$ cat src/rtl/ic_74595_sipo_rx.sv
// 74HC595-style serial-in/parallel-out receiver with a storage register and a frame controller.
// Adds a bit counter, automatic latch after WIDTH bits, a valid/acknowledge flag and a sticky overrun flag.
module ic_74595_sipo_rx #(
  parameter int WIDTH      = 8,
  parameter bit AUTO_LATCH = 1'b1,
  localparam int CW        = $clog2(WIDTH + 1)
) (
  input  logic             CLK,
  input  logic             RST_N,
  input  logic             SER,
  input  logic             SRCLK_EN,
  input  logic             SRCLR_N,
  input  logic             RCLK,
  input  logic             RD_ACK,
  input  logic             OE_N,
  output logic [WIDTH-1:0] Q,
  output logic             Q_OE,
  output logic             QH_S,
  output logic [CW-1:0]    BIT_CNT,
  output logic             FRAME_DONE,
  output logic             STORE_VALID,
  output logic             OVERRUN
);

  typedef enum logic [0:0] {
    ST_IDLE  = 1'b0,
    ST_SHIFT = 1'b1
  } state_t;

  state_t           r_state;
  logic [WIDTH-1:0] r_sr;
  logic [WIDTH-1:0] r_store;
  logic [CW-1:0]    r_cnt;
  logic             r_frame_done;
  logic             r_valid;
  logic             r_overrun;

  logic             w_shift;
  logic             w_last;
  logic             w_auto;
  logic             w_latch;
  logic [WIDTH-1:0] w_sr_next;

  // A clear on the same edge suppresses the shift, so it can never complete a frame.
  assign w_shift   = SRCLK_EN & SRCLR_N;
  assign w_sr_next = {r_sr[WIDTH-2:0], SER};
  assign w_last    = w_shift & (r_state == ST_SHIFT) & (r_cnt == CW'(WIDTH - 1));
  assign w_auto    = AUTO_LATCH & w_last;
  assign w_latch   = w_auto | RCLK;

  // Frame FSM, shift register, storage register and status flags.
  always_ff @(posedge CLK or negedge RST_N) begin
    if (!RST_N) begin
      r_state      <= ST_IDLE;
      r_sr         <= {WIDTH{1'b0}};
      r_store      <= {WIDTH{1'b0}};
      r_cnt        <= {CW{1'b0}};
      r_frame_done <= 1'b0;
      r_valid      <= 1'b0;
      r_overrun    <= 1'b0;
    end else begin
      if (!SRCLR_N) begin
        r_sr    <= {WIDTH{1'b0}};
        r_cnt   <= {CW{1'b0}};
        r_state <= ST_IDLE;
      end else if (SRCLK_EN) begin
        r_sr <= w_sr_next;
        case (r_state)
          ST_IDLE: begin
            r_cnt   <= CW'(1);
            r_state <= ST_SHIFT;
          end
          ST_SHIFT: begin
            if (w_last) begin
              r_cnt   <= {CW{1'b0}};
              r_state <= ST_IDLE;
            end else begin
              r_cnt   <= r_cnt + CW'(1);
              r_state <= ST_SHIFT;
            end
          end
          default: begin
            r_cnt   <= {CW{1'b0}};
            r_state <= ST_IDLE;
          end
        endcase
      end else begin
        r_sr    <= r_sr;
        r_cnt   <= r_cnt;
        r_state <= r_state;
      end

      // Auto-latch takes the post-shift word; a manual latch takes the pre-shift (pre-clear) word.
      if (w_auto) begin
        r_store <= w_sr_next;
      end else if (RCLK) begin
        r_store <= r_sr;
      end else begin
        r_store <= r_store;
      end

      r_frame_done <= w_auto;

      if (w_latch) begin
        r_valid <= 1'b1;
      end else if (RD_ACK) begin
        r_valid <= 1'b0;
      end else begin
        r_valid <= r_valid;
      end

      if (w_latch && r_valid && !RD_ACK) begin
        r_overrun <= 1'b1;
      end else begin
        r_overrun <= r_overrun;
      end
    end
  end

  assign Q           = OE_N ? {WIDTH{1'b0}} : r_store;
  assign Q_OE        = ~OE_N;
  assign QH_S        = r_sr[WIDTH-1];
  assign BIT_CNT     = r_cnt;
  assign FRAME_DONE  = r_frame_done;
  assign STORE_VALID = r_valid;
  assign OVERRUN     = r_overrun;

endmodule

$ cat config.mk
export PLATFORM = sky130hd
export DESIGN_NAME = ic_74595_sipo_rx
export DESIGN_NICKNAME = d
export VERILOG_FILES = /design/src/rtl/ic_74595_sipo_rx.sv
export SDC_FILE = /design/constraint.sdc
export NUM_CORES = 1
export LEC_CHECK = 0
export BUFFER_PORTS_ARGS = -buffer_cell sky130_fd_sc_hd__buf_2
export CORE_MARGIN = 3
export CORE_UTILIZATION = 45
export CTS_CLUSTER_DIAMETER = 40
export CTS_CLUSTER_SIZE = 30
export DETAILED_ROUTE_END_ITERATION = 16
export PLACE_DENSITY_LB_ADDON = 0.1
export SYNTH_ARGS = -nofsm -noshare
export SYNTH_HDL_FRONTEND = slang
export SYNTH_SLANG_ARGS = --single-unit
$ cat constraint.sdc
create_clock -name CLK -period 3.4 [get_ports CLK]
set_input_delay 0.68 -clock CLK [delete_from_list [all_inputs] [get_ports CLK]]
set_output_delay 0.68 -clock CLK [all_outputs]
set_load 0.01 [all_outputs]
; Word level (Yosys, flattened, before mapping)
; Index checks and enable logic that the tools add are counted.
[op_classes]
n_bitwise = 6
n_mux = 15
n_addsub = 1
n_eq_ne = 2
reduce_logical = 5
[ops]
columns = cell, count
row1 = $mux 8, 5
row2 = $mux 4, 3
row3 = $pmux 4 s2, 1
row4 = $mux 1, 5
row5 = $add 4x1->4 const B, 1
row6 = $eq 4x3->1 const B, 1
row7 = $reduce_bool 2->1, 2
row8 = $and 1x1->1, 3
row9 = $logic_and 1x1->1, 2
row10 = $ne 2x2->1 const B, 1
row11 = $not 1->1, 2
row12 = $pmux 1 s2, 1
row13 = $logic_not 1->1, 1
row14 = $or 1x1->1, 1
[word_totals]
input_bits = 8
elab_cells = 36
register_bits = 24
out_inout_bits = 17

; Logic depth before layout (Yosys ltp)
; Gate-level depths: netlist (run 1).
[depth]
depth_word = 7
mapped_depth = 5
depth_no_buf = 4

; Worst setup path before layout (run 1)
; No wires, ideal clock.
[synth_path]
path_type = input-to-reg
from = input RCLK
to = register r_store[0]
n_path_buf = 1
setup_ps = 125
cell_stages = 3
slack_ps = 1688
arrival_time_ps = 1587
t_required_ps = 3275
path_cell_list = clkbuf_1 > mux2_2 > mux2_2
[synth_via]
elab_chain_len = 1
[synth_lines]
columns = element, line
row1 = start: declaration, 13  ; input logic RCLK,
row2 = $reduce_bool 2->1 (no source line), -
row3 = end signal: assignment, 56  ; r_store <= {WIDTH{1'b0}};
row4 = end signal: assignment, 95  ; r_store <= w_sr_next;
row5 = end signal: assignment, 97  ; r_store <= r_sr;
row6 = end: declaration, 32  ; logic [WIDTH-1:0] r_store;
; No other way between the ends.
; A chain may end at the register's enable or synchronous reset.

; Worst setup path after layout (run 1)
[layout_path]
from = input SRCLK_EN
to = register r_store[4]
[layout_via]
elab_chain_len = 4
word_cells_on_any_way = 5
cone_classes = 1 x mux / 3 x bitwise / 1 x reduce/logical
[layout_lines]
columns = element, line
row1 = start: declaration, 11  ; input logic SRCLK_EN,
row2 = $and 1x1->1 *, 45  ; assign w_shift = SRCLK_EN & SRCLR_N;
row3 = $and 1x1->1 * (2 in series), 47  ; assign w_last = w_shift & (r_state == ST_SHIFT) & (r_cnt == CW'(WIDTH - 1));
row4 = $mux 8 or $reduce_bool 2->1 (tied branches), -
row5 = end signal: assignment, 95
row6 = end signal: assignment, 97
row7 = end signal: assignment, 99  ; r_store <= r_store;
; Mark *: on every way between the ends. The rest lies on a longest branch, timed or not.

==> reports/summary.txt, run 1 <==
DP HPWL: 1478 um
Routability cong.: 0.7916
Hold-fix buffers, CTS: 0
Gr usage total: 14.02%
Total Power: 0.4688 mW
Largest net degree at the start of global routing: 25
Critical Path End Type: register
Worst slew pin tran: 604.5 ps
Post-route ant nets: 0
Final nets: 131
Port bufs: 24
Status: complete, no violations
Die area: 3285 um2
Die Ht: 57.32 um
Max Buffers Root-to-Sink: 2
CTS tree: built
Drt total wl: 2087 um
Post-CTS Setup Bufs: 0
Pleak: 0.6754 nW
Final core utilization: 56.23%
Seq. cell area: 600.6 um2
H-tree depth: 1
Sw Share: 23.56%
Post-route clock period utilization: 54.26%
Die W: 57.32 um
WHS: 332.3 ps
Critical Path Fanout Max: 15
Clock transition at the registers of the reported paths: 110 ps
Fraction of layout cells with a size suffix above 1: 38.33%
Ports: 25
CP Class: in2reg
Fin crit period: 1845 ps
1st-iter DRT viols: 8
Area Overhead vs Synth: 12.04%
Maximum Capacitance Violations: 0
Area of the multi-input gates: 538.0 um2
Global-route wire length before repair: 3629 um
Remaining DRCs: 0
Sequential fraction of the synthesis area: 50.69%
Post-Syn Instances: 98
Initial antenna violation count: 0
Clock sinks: 24
Post-synthesis net count: 107
Combinational fraction of design power: 10.7%
Seq pwr share: 64.4%
Routed wire per std cell: 14.10 um
Post-route insts no fill: 148
Power Internal: 0.3584 mW
Critical Path AT: 2040 ps
Vias per cell: 5.318
Clk_lat worst skew: 300 ps
Min-delay worst type: in2async
Synth warn: 0
Starting Density: 50.19%
Pre-CTS setup slack: 1216 ps
# fillers: 215
Rows: 17
Yosys top cell area share: 50.69%
# diodes: 0
Relative slew slack: 59.57%
Clock skew: 3.784 ps
Root buffer cell: clkbuf_4
RSZ-0062 raised after global routing: false
Fmax achieved: 542.1 MHz
Area of the core: 2361 um2
Setup TNS: 0 ps
Yosys cell types: 25
Top cells by area, synth: dfrtp_1, mux2_2, nor2b_1
First-pass DRT Iterations: 5
DR vias: 787
Switching power: 0.1104 mW
Clock share of power: 24.9%
P per Cell Area: 353.1 nW/um2
Commonest cells after routing, fill and taps aside: dfrtp_1, buf_2, nor2b_1
Final Hold Viols: 0
Final Setup Violations: 0
Fin. max-slew vios: 0
Placed cell areas: 1305 um2
Cells after DPL: 145
WP data required: 3600 ps
Worst VDD drop: 0.3051 mV
Cell Area, Synth: 1185 um2
Syn_area_per_cell: 12.09 um2
Post-CTS sizing: 0
Gr ovfl total: 0
Cts bufs inserted: 3
Setup ws final: 1555 ps
Startpoint types: input port
Final instance area: 1328 um2
Synth Register Bits: 24
Vias in the first global route: 773
Leading area contributor after synthesis: dfrtp_1
[area by class of cell]
type / count / area share (%)
repair buffers: 24 / 9.048
flip-flops and latches: 24 / 45.24
well taps: 28 / 2.639
inverters: 3 / 0.8483
clock buffers: 3 / 1.697
multi-input cells: 66 / 40.53
[power by group through the flow]
stage | Clock (mW) | Combinational [mW] | Sequential (mW)
finish | 0.117 | 0.0504 | 0.302
floorplan | 0 | 0.0283 | 0.308
CTS | 0.124 | 0.0515 | 0.302
global route | 0.132 | 0.0566 | 0.304
detailed placement | 0 | 0.0515 | 0.307
global placement | 0 | 0.0498 | 0.307
[routing by layer]
layer  routed length, um  global-route usage [%]
met5                   0                       0
met3                 113                   4.299
met2                 942                   21.86
met4                  14                   1.987
met1                1015                   19.83
[cell families (layout without fill, tap and decap cells)]
kind of cell	after synthesis	in the layout	synth area share (%)
mux	24	24	21.96
buf+inv	8	30	3.907
compound gates	8	8	4.858
flops	24	24	50.69
simple gates	33	33	17.53
fa+ha+maj	1	1	1.056
[flip-flops by register name, summed over array words and instances (netlist names)]
| signal | flops |
|---|---|
| BIT_CNT | 4 |
| FRAME_DONE | 1 |
| OVERRUN | 1 |
| STORE_VALID | 1 |
| r_sr | 8 |
| r_state | 1 |
| r_store | 8 |
[Yosys cell counts]
| library cell | count |
|---|---|
| nor3_4 | 1 |
| a21boi_0 | 1 |
| clkbuf_1 | 2 |
| buf_2 | 1 |
| or3_1 | 1 |
| inv_1 | 3 |
| nor2b_1 | 18 |
| o221ai_1 | 1 |
| a21boi_1 | 1 |
| dfrtp_1 | 24 |
| nand3b_1 | 1 |
| nand2_1 | 4 |
| nand2_4 | 1 |
| or2_2 | 1 |
| nand2b_1 | 1 |
| buf_6 | 2 |
| ha_1 | 1 |
| o31a_1 | 1 |
| o21ai_0 | 3 |
| nand3_1 | 3 |
| or4_1 | 1 |
| mux2i_1 | 8 |
| nor2_1 | 1 |
| a32o_1 | 1 |
| mux2_2 | 16 |
[worst max-delay path: stages]
cell	delay [ps]
buf_2	320
nand2_4	100
nor3_4	540
mux2_2	400
[final timing paths]
kind | endpoint | from | depth (start not counted) | slack, ps
min in group CLK | OVERRUN | OVERRUN | 1 | 550
worst min register to register | OVERRUN | OVERRUN | 1 | 550
max in group asynchronous | r_sr[4] | RST_N | 1 | 2720
worst min-delay path | BIT_CNT[1] | RST_N | 1 | 330
worst max register to register | r_store[4] | BIT_CNT[1] | 4 | 1560
worst max-delay path | r_store[4] | SRCLK_EN | 4 | 1560
Power figures use the tool's default switching activity.
==> run 2, diff against run 1 <==
==> constraint.sdc (replaced) <==
create_clock -name CLK -period 1.64 [get_ports CLK]
set_input_delay 0.328 -clock CLK [delete_from_list [all_inputs] [get_ports CLK]]
set_output_delay 0.328 -clock CLK [all_outputs]
set_load 0.01 [all_outputs]
==> run 2 against run 1 <==
  * Via count rose by 2.7%
  * Worst hold slack got worse by 73 ps
  * Critical path depth is 1 higher
  * Critical path type is now reg2reg
  * Utilization increased by 2.8 points
  * Cell count grew 4.1%
  * Total power increased by 120%
  * Sequential share of layout area decreased by 2.2 points
  * Design area up 5.0%
  * Wire length rose by 8.3%
  * Count of clock-buffer cells in the layout is 1 higher
  * Clock skew grew 1.1 ps
  * First-iteration DRC count is 25% higher
==> reports/summary.txt, run 2 (synthesis gave the netlist of run 1 again) <==
Setup TNS: 0 ps
DR vias: 808
Commonest cells after routing, fill and taps aside: dfrtp_1, buf_2, nor2b_1
Slowest cell delay on critical path: 430 ps
Fraction of layout cells with a size suffix above 1: 40.48%
Cells after DPL: 149
DP HPWL: 1563 um
Worst VDD drop: 0.4150 mV
Fmax achieved: 645.7 MHz
Worst path slowest cell: dfrtp_1
Met2 wire length: 1048 um
Pre-CTS setup slack: 116.1 ps
CP Class: reg2reg
Vias in the first global route: 813
Die Ht: 57.32 um
Critical Path, Cell by Cell: ha_1 -> nand3_1 -> nor3_4 -> buf_12 -> mux2_2
Switching power: 0.2456 mW
Sw Share: 23.50%
WP data required: 1840 ps
First-pass DRT Iterations: 4
Status: complete, no violations
Cts bufs inserted: 3
Relative slew slack: 64.39%
Largest net degree at the start of global routing: 25
Routed wire per std cell: 14.68 um
Clock transition at the registers of the reported paths: 130 ps
Critical Path End Type: register
Final Setup Violations: 0
Rows: 17
Ports: 25
# fillers: 213
Critical Path AT: 1750 ps
Clock sinks: 24
Clock share of power: 29.2%
Root buffer cell: clkbuf_4
Die area: 3285 um2
Power Internal: 0.7996 mW
Highest routed layer: met4
P per Cell Area: 749.9 nW/um2
Final nets: 136
Vias per cell: 5.247
Drt total wl: 2260 um
Routability cong.: 0.7222
Pleak: 0.7096 nW
Final Hold Viols: 0
Post-route insts no fill: 154
Fin. max-slew vios: 0
Startpoint types: register
Worst slew pin tran: 534.1 ps
Starting Density: 50.19%
Met1 Routed Length: 1088 um
Seq pwr share: 59.7%
Hold-fix buffers, CTS: 1
# diodes: 0
Min-delay worst type: in2reg
Clk_lat worst skew: 310 ps
CP Launch Point: BIT_CNT[1]
WHS: 258.9 ps
Combinational fraction of design power: 11.1%
Maximum Capacitance Violations: 0
1st-iter DRT viols: 10
Port bufs: 24
Die W: 57.32 um
Initial antenna violation count: 0
Global-route wire length before repair: 3919 um
Post-CTS sizing: 0
H-tree depth: 1
Area of the core: 2361 um2
Gr usage total: 15.41%
Setup ws final: 91.19 ps
Hold Crit Start: SER
Max Buffers Root-to-Sink: 2
Critical Path Fanout Max: 13
Remaining DRCs: 0
Post-route ant nets: 0
CTS tree: built
Metal3 WL: 100 um
Gr ovfl total: 0
R2R Path Start: BIT_CNT[1]
Fin crit period: 1549 ps
Post-CTS Setup Bufs: 0
Post-route clock period utilization: 94.44%
RSZ-0062 raised after global routing: false
Clock skew: 4.895 ps
Area Overhead vs Synth: 17.63%
Total Power: 1.045 mW
[run 2: changes by cell type in the layout (fill, tap and decap cells not counted), sizes merged]
| cell | before | now |
|---|---|---|
| buf | 24 | 28 |
| clkbuf | 3 | 4 |
| dlygate4sd3 | 0 | 1 |
[run 2: through the flow]
| step | instance area (um2) | utilization [%] |
|---|---|---|
| floorplan | 1185 | - |
| global placement | 1348 | 57.07 |
| detailed placement | 1348 | 57.07 |
| CTS | 1394 | 59.04 |
| global route | 1394 | 59.04 |
| finish | 1394 | 59.04 |
[run 2: area by class of cell]
type	count	area (um2)	area share, %
flip-flops and latches	24	600.6	43.09
multi-input cells	66	538.0	38.60
repair buffers	29	172.7	12.39
clock buffers	4	36.28	2.603
well taps	28	35.03	2.513
inverters	3	11.26	0.8079
[run 2: worst max-delay path, delay by kind of cell (launching register included)]
family                     cells  cell delay, ps
DFF                            1             430
buffers and inverters          1             160
muxes                          1             330
and+or+nand+nor                2             290
adders and majority gates      1             220
[run 2: final timing paths]
kind | to | slack [ps] | depth (start not counted)
setup / recovery | r_store[6] | 90 | 5
hold / removal | r_store[0] | 260 | 2
hold reg to reg | OVERRUN | 530 | 1
max in group asynchronous | r_sr[6] | 770 | 2
setup reg to reg | r_store[6] | 90 | 5
min in group asynchronous | FRAME_DONE | 510 | 2
[run 2: power by group through the flow]
stage	Clock (mW)	Combinational, mW	Sequential, mW
floorplan	0	0.0587	0.639
global placement	0	0.113	0.635
detailed placement	0	0.115	0.635
CTS	0.315	0.118	0.624
global route	0.337	0.128	0.627
finish	0.305	0.116	0.624
[run 2: layer usage]
layer | track usage (%) | vias to the layer above
li1 | - | 394
met1 | 22.41 | 393
met2 | 23.33 | 19
met3 | 2.036 | 2
met4 | 5.960 | 0
met5 | 0 | -
==> run 3, diff against run 2 <==
--- a/config.mk
+++ b/config.mk
@@ -5,13 +5,14 @@
 export SDC_FILE = /design/constraint.sdc
 export NUM_CORES = 1
 export LEC_CHECK = 0
-export BUFFER_PORTS_ARGS = -buffer_cell sky130_fd_sc_hd__buf_2
+export BUFFER_PORTS_ARGS = -buffer_cell sky130_fd_sc_hd__clkbuf_2
 export CORE_MARGIN = 3
 export CORE_UTILIZATION = 45
 export CTS_CLUSTER_DIAMETER = 40
 export CTS_CLUSTER_SIZE = 30
 export DETAILED_ROUTE_END_ITERATION = 16
 export PLACE_DENSITY_LB_ADDON = 0.1
+export SETUP_SLACK_MARGIN = 0.4
 export SYNTH_ARGS = -nofsm -noshare
 export SYNTH_HDL_FRONTEND = slang
 export SYNTH_SLANG_ARGS = --single-unit
==> constraint.sdc (replaced) <==
create_clock -name CLK -period 1.66 [get_ports CLK]
set_input_delay 0.332 -clock CLK [delete_from_list [all_inputs] [get_ports CLK]]
set_output_delay 0.332 -clock CLK [all_outputs]
set_load 0.01 [all_outputs]
==> run 3 against run 2 <==
  * The flow now finishes with violations (negative hold slack)
  * Worst setup slack better by 140 ps
  * Die area unchanged
  * Total power increased by 0.13%
  * Clock power grew 1%
  * Worst hold slack got worse by 270 ps
==> reports/summary.txt, run 3 (synthesis gave the netlist of run 1 again) <==
DP HPWL: 1475 um
Ports: 25
Critical register-to-register path endpoint: r_store[4]
Pleak: 0.7268 nW
Final core utilization: 63.12%
Port bufs: 24
R2R Path Start: BIT_CNT[0]
Maximum Capacitance Violations: 0
Cts bufs inserted: 3
WP data required: 1870 ps
P per Cell Area: 702.3 nW/um2
Seq pwr share: 58.9%
Combinational fraction of design power: 11.6%
RSZ-0062 raised after global routing: true
Clk_lat worst skew: 320 ps
Final instance area: 1490 um2
Area Overhead vs Synth: 25.77%
Final Setup Violations: 0
Cells on worst reg2reg path: 5
Fin crit period: 1433 ps
Reg2Reg Setup Slack: 230 ps
Final nets: 139
Max Buffers Root-to-Sink: 2
Vias per cell: 5.229
Root buffer cell: clkbuf_4
Routability cong.: 0.7309
Routed wire per std cell: 14.29 um
Die W: 57.32 um
Critical Path End Type: register
Placed cell areas: 1355 um2
Area of the core: 2361 um2
Violated checks: negative hold slack
Clock sinks: 24
Status: finished with violations
Min-delay worst type: in2async
Critical Path Fanout Max: 12
Most common cell after layout, fill and taps aside: dfrtp_1
Die area: 3285 um2
Worst slew pin tran: 588.8 ps
Grt peak-use layer: met2
Rows: 17
Met3 usage: 4.977%
1st-iter DRT viols: 12
Die Ht: 57.32 um
CTS tree: built
GR Layer Usage met2: 25.45%
Final Hold Viols: 24
CP Class: reg2reg
Power Internal: 0.7936 mW
Fraction of layout cells with a size suffix above 1: 48.06%
Initial antenna violation count: 0
Startpoint types: register
Sw Share: 24.17%
Relative slew slack: 60.74%
WHS: -11.39 ps
Hold-fix buffers, CTS: 0
# fillers: 192
First-pass DRT Iterations: 4
H-tree depth: 1
Fmax achieved: 697.8 MHz
Clock transition at the registers of the reported paths: 130 ps
Critical Path AT: 1650 ps
# diodes: 0
Global-route wire length before repair: 3919 um
Switching power: 0.2529 mW
Gr usage total: 15.49%
Clock skew: 7.216 ps
Worst VDD drop: 0.5804 mV
Remaining DRCs: 0
Post-route clock period utilization: 86.32%
Clock share of power: 29.5%
Gr ovfl total: 0
Largest net degree at the start of global routing: 25
Vias in the first global route: 841
Setup TNS: 0 ps
Met1 usage: 20.20%
Commonest cells after routing, fill and taps aside: dfrtp_1, clkbuf_2, mux2_2
Fin. max-slew vios: 0
DR vias: 821
Post-route ant nets: 0
Drt total wl: 2244 um
Starting Density: 50.19%
[run 3: cell count changes in the layout (fill, tap and decap cells not counted), sizes merged]
cell / delta
buf: -13
dlygate4sd3: -1
clkbuf: +17
[run 3: final cells by class]
class	instances	area [um2]	area share, %
clock buffers	4	36.28	2.435
inverters	3	11.26	0.7557
multi-input cells	66	583.1	39.13
flip-flops and latches	24	600.6	40.30
well taps	28	35.03	2.351
repair buffers	32	224.0	15.03
[run 3: worst max path at each step]
stage,startpoint,to,cells past startpoint
CTS,BIT_CNT[0],r_store[1],5
global route,BIT_CNT[0],r_store[1],5
detailed placement,BIT_CNT[0],r_store[1],5
global placement,BIT_CNT[0],r_store[1],5
finish,BIT_CNT[0],r_store[4],5
floorplan,BIT_CNT[1],r_store[0],5
[run 3: power by group through the flow]
| stage | combinational, mW | clock [mW] | sequential, mW |
|---|---|---|---|
| CTS | 0.119 | 0.326 | 0.617 |
| global placement | 0.110 | 0 | 0.629 |
| finish | 0.121 | 0.309 | 0.616 |
| floorplan | 0.0582 | 0 | 0.631 |
| detailed placement | 0.112 | 0 | 0.629 |
| global route | 0.135 | 0.353 | 0.619 |
[run 3: critical path, stage by stage, from the launching register on]
cell and delay, ps:
dfrtp_1 380, ha_2 200, nand3_2 90, nor3_4 160, buf_12 160, mux2_2 330
[run 3: routing by layer]
| layer | part of all wire, % | wire length [um] |
|---|---|---|
| met2 | 47 | 1062 |
| met4 | 0.45 | 10 |
| met3 | 6.1 | 137 |
| met1 | 46 | 1033 |
| met5 | 0 | 0 |
[run 3: what timing repair did]
action,in CTS,in global routing
resized for setup,2,20
setup endpoints to repair,24,24
pin swaps,0,1
buffers inserted,4,0
[run 3: stage by stage]
step / setup WS, ps / hold WS (ps) / power [mW] / cells
after floorplan: 142.8 / 36.41 / 0.6897 / 98
final: 227.0 / -11.39 / 1.047 / 157
after global placement: 201.1 / 365.6 / 0.7392 / 149
after CTS: 209.3 / 0.6580 / 1.062 / 157
after detailed placement: 142.9 / 370.1 / 0.7413 / 149
after global routing: 169.3 / 6.555 / 1.107 / 157
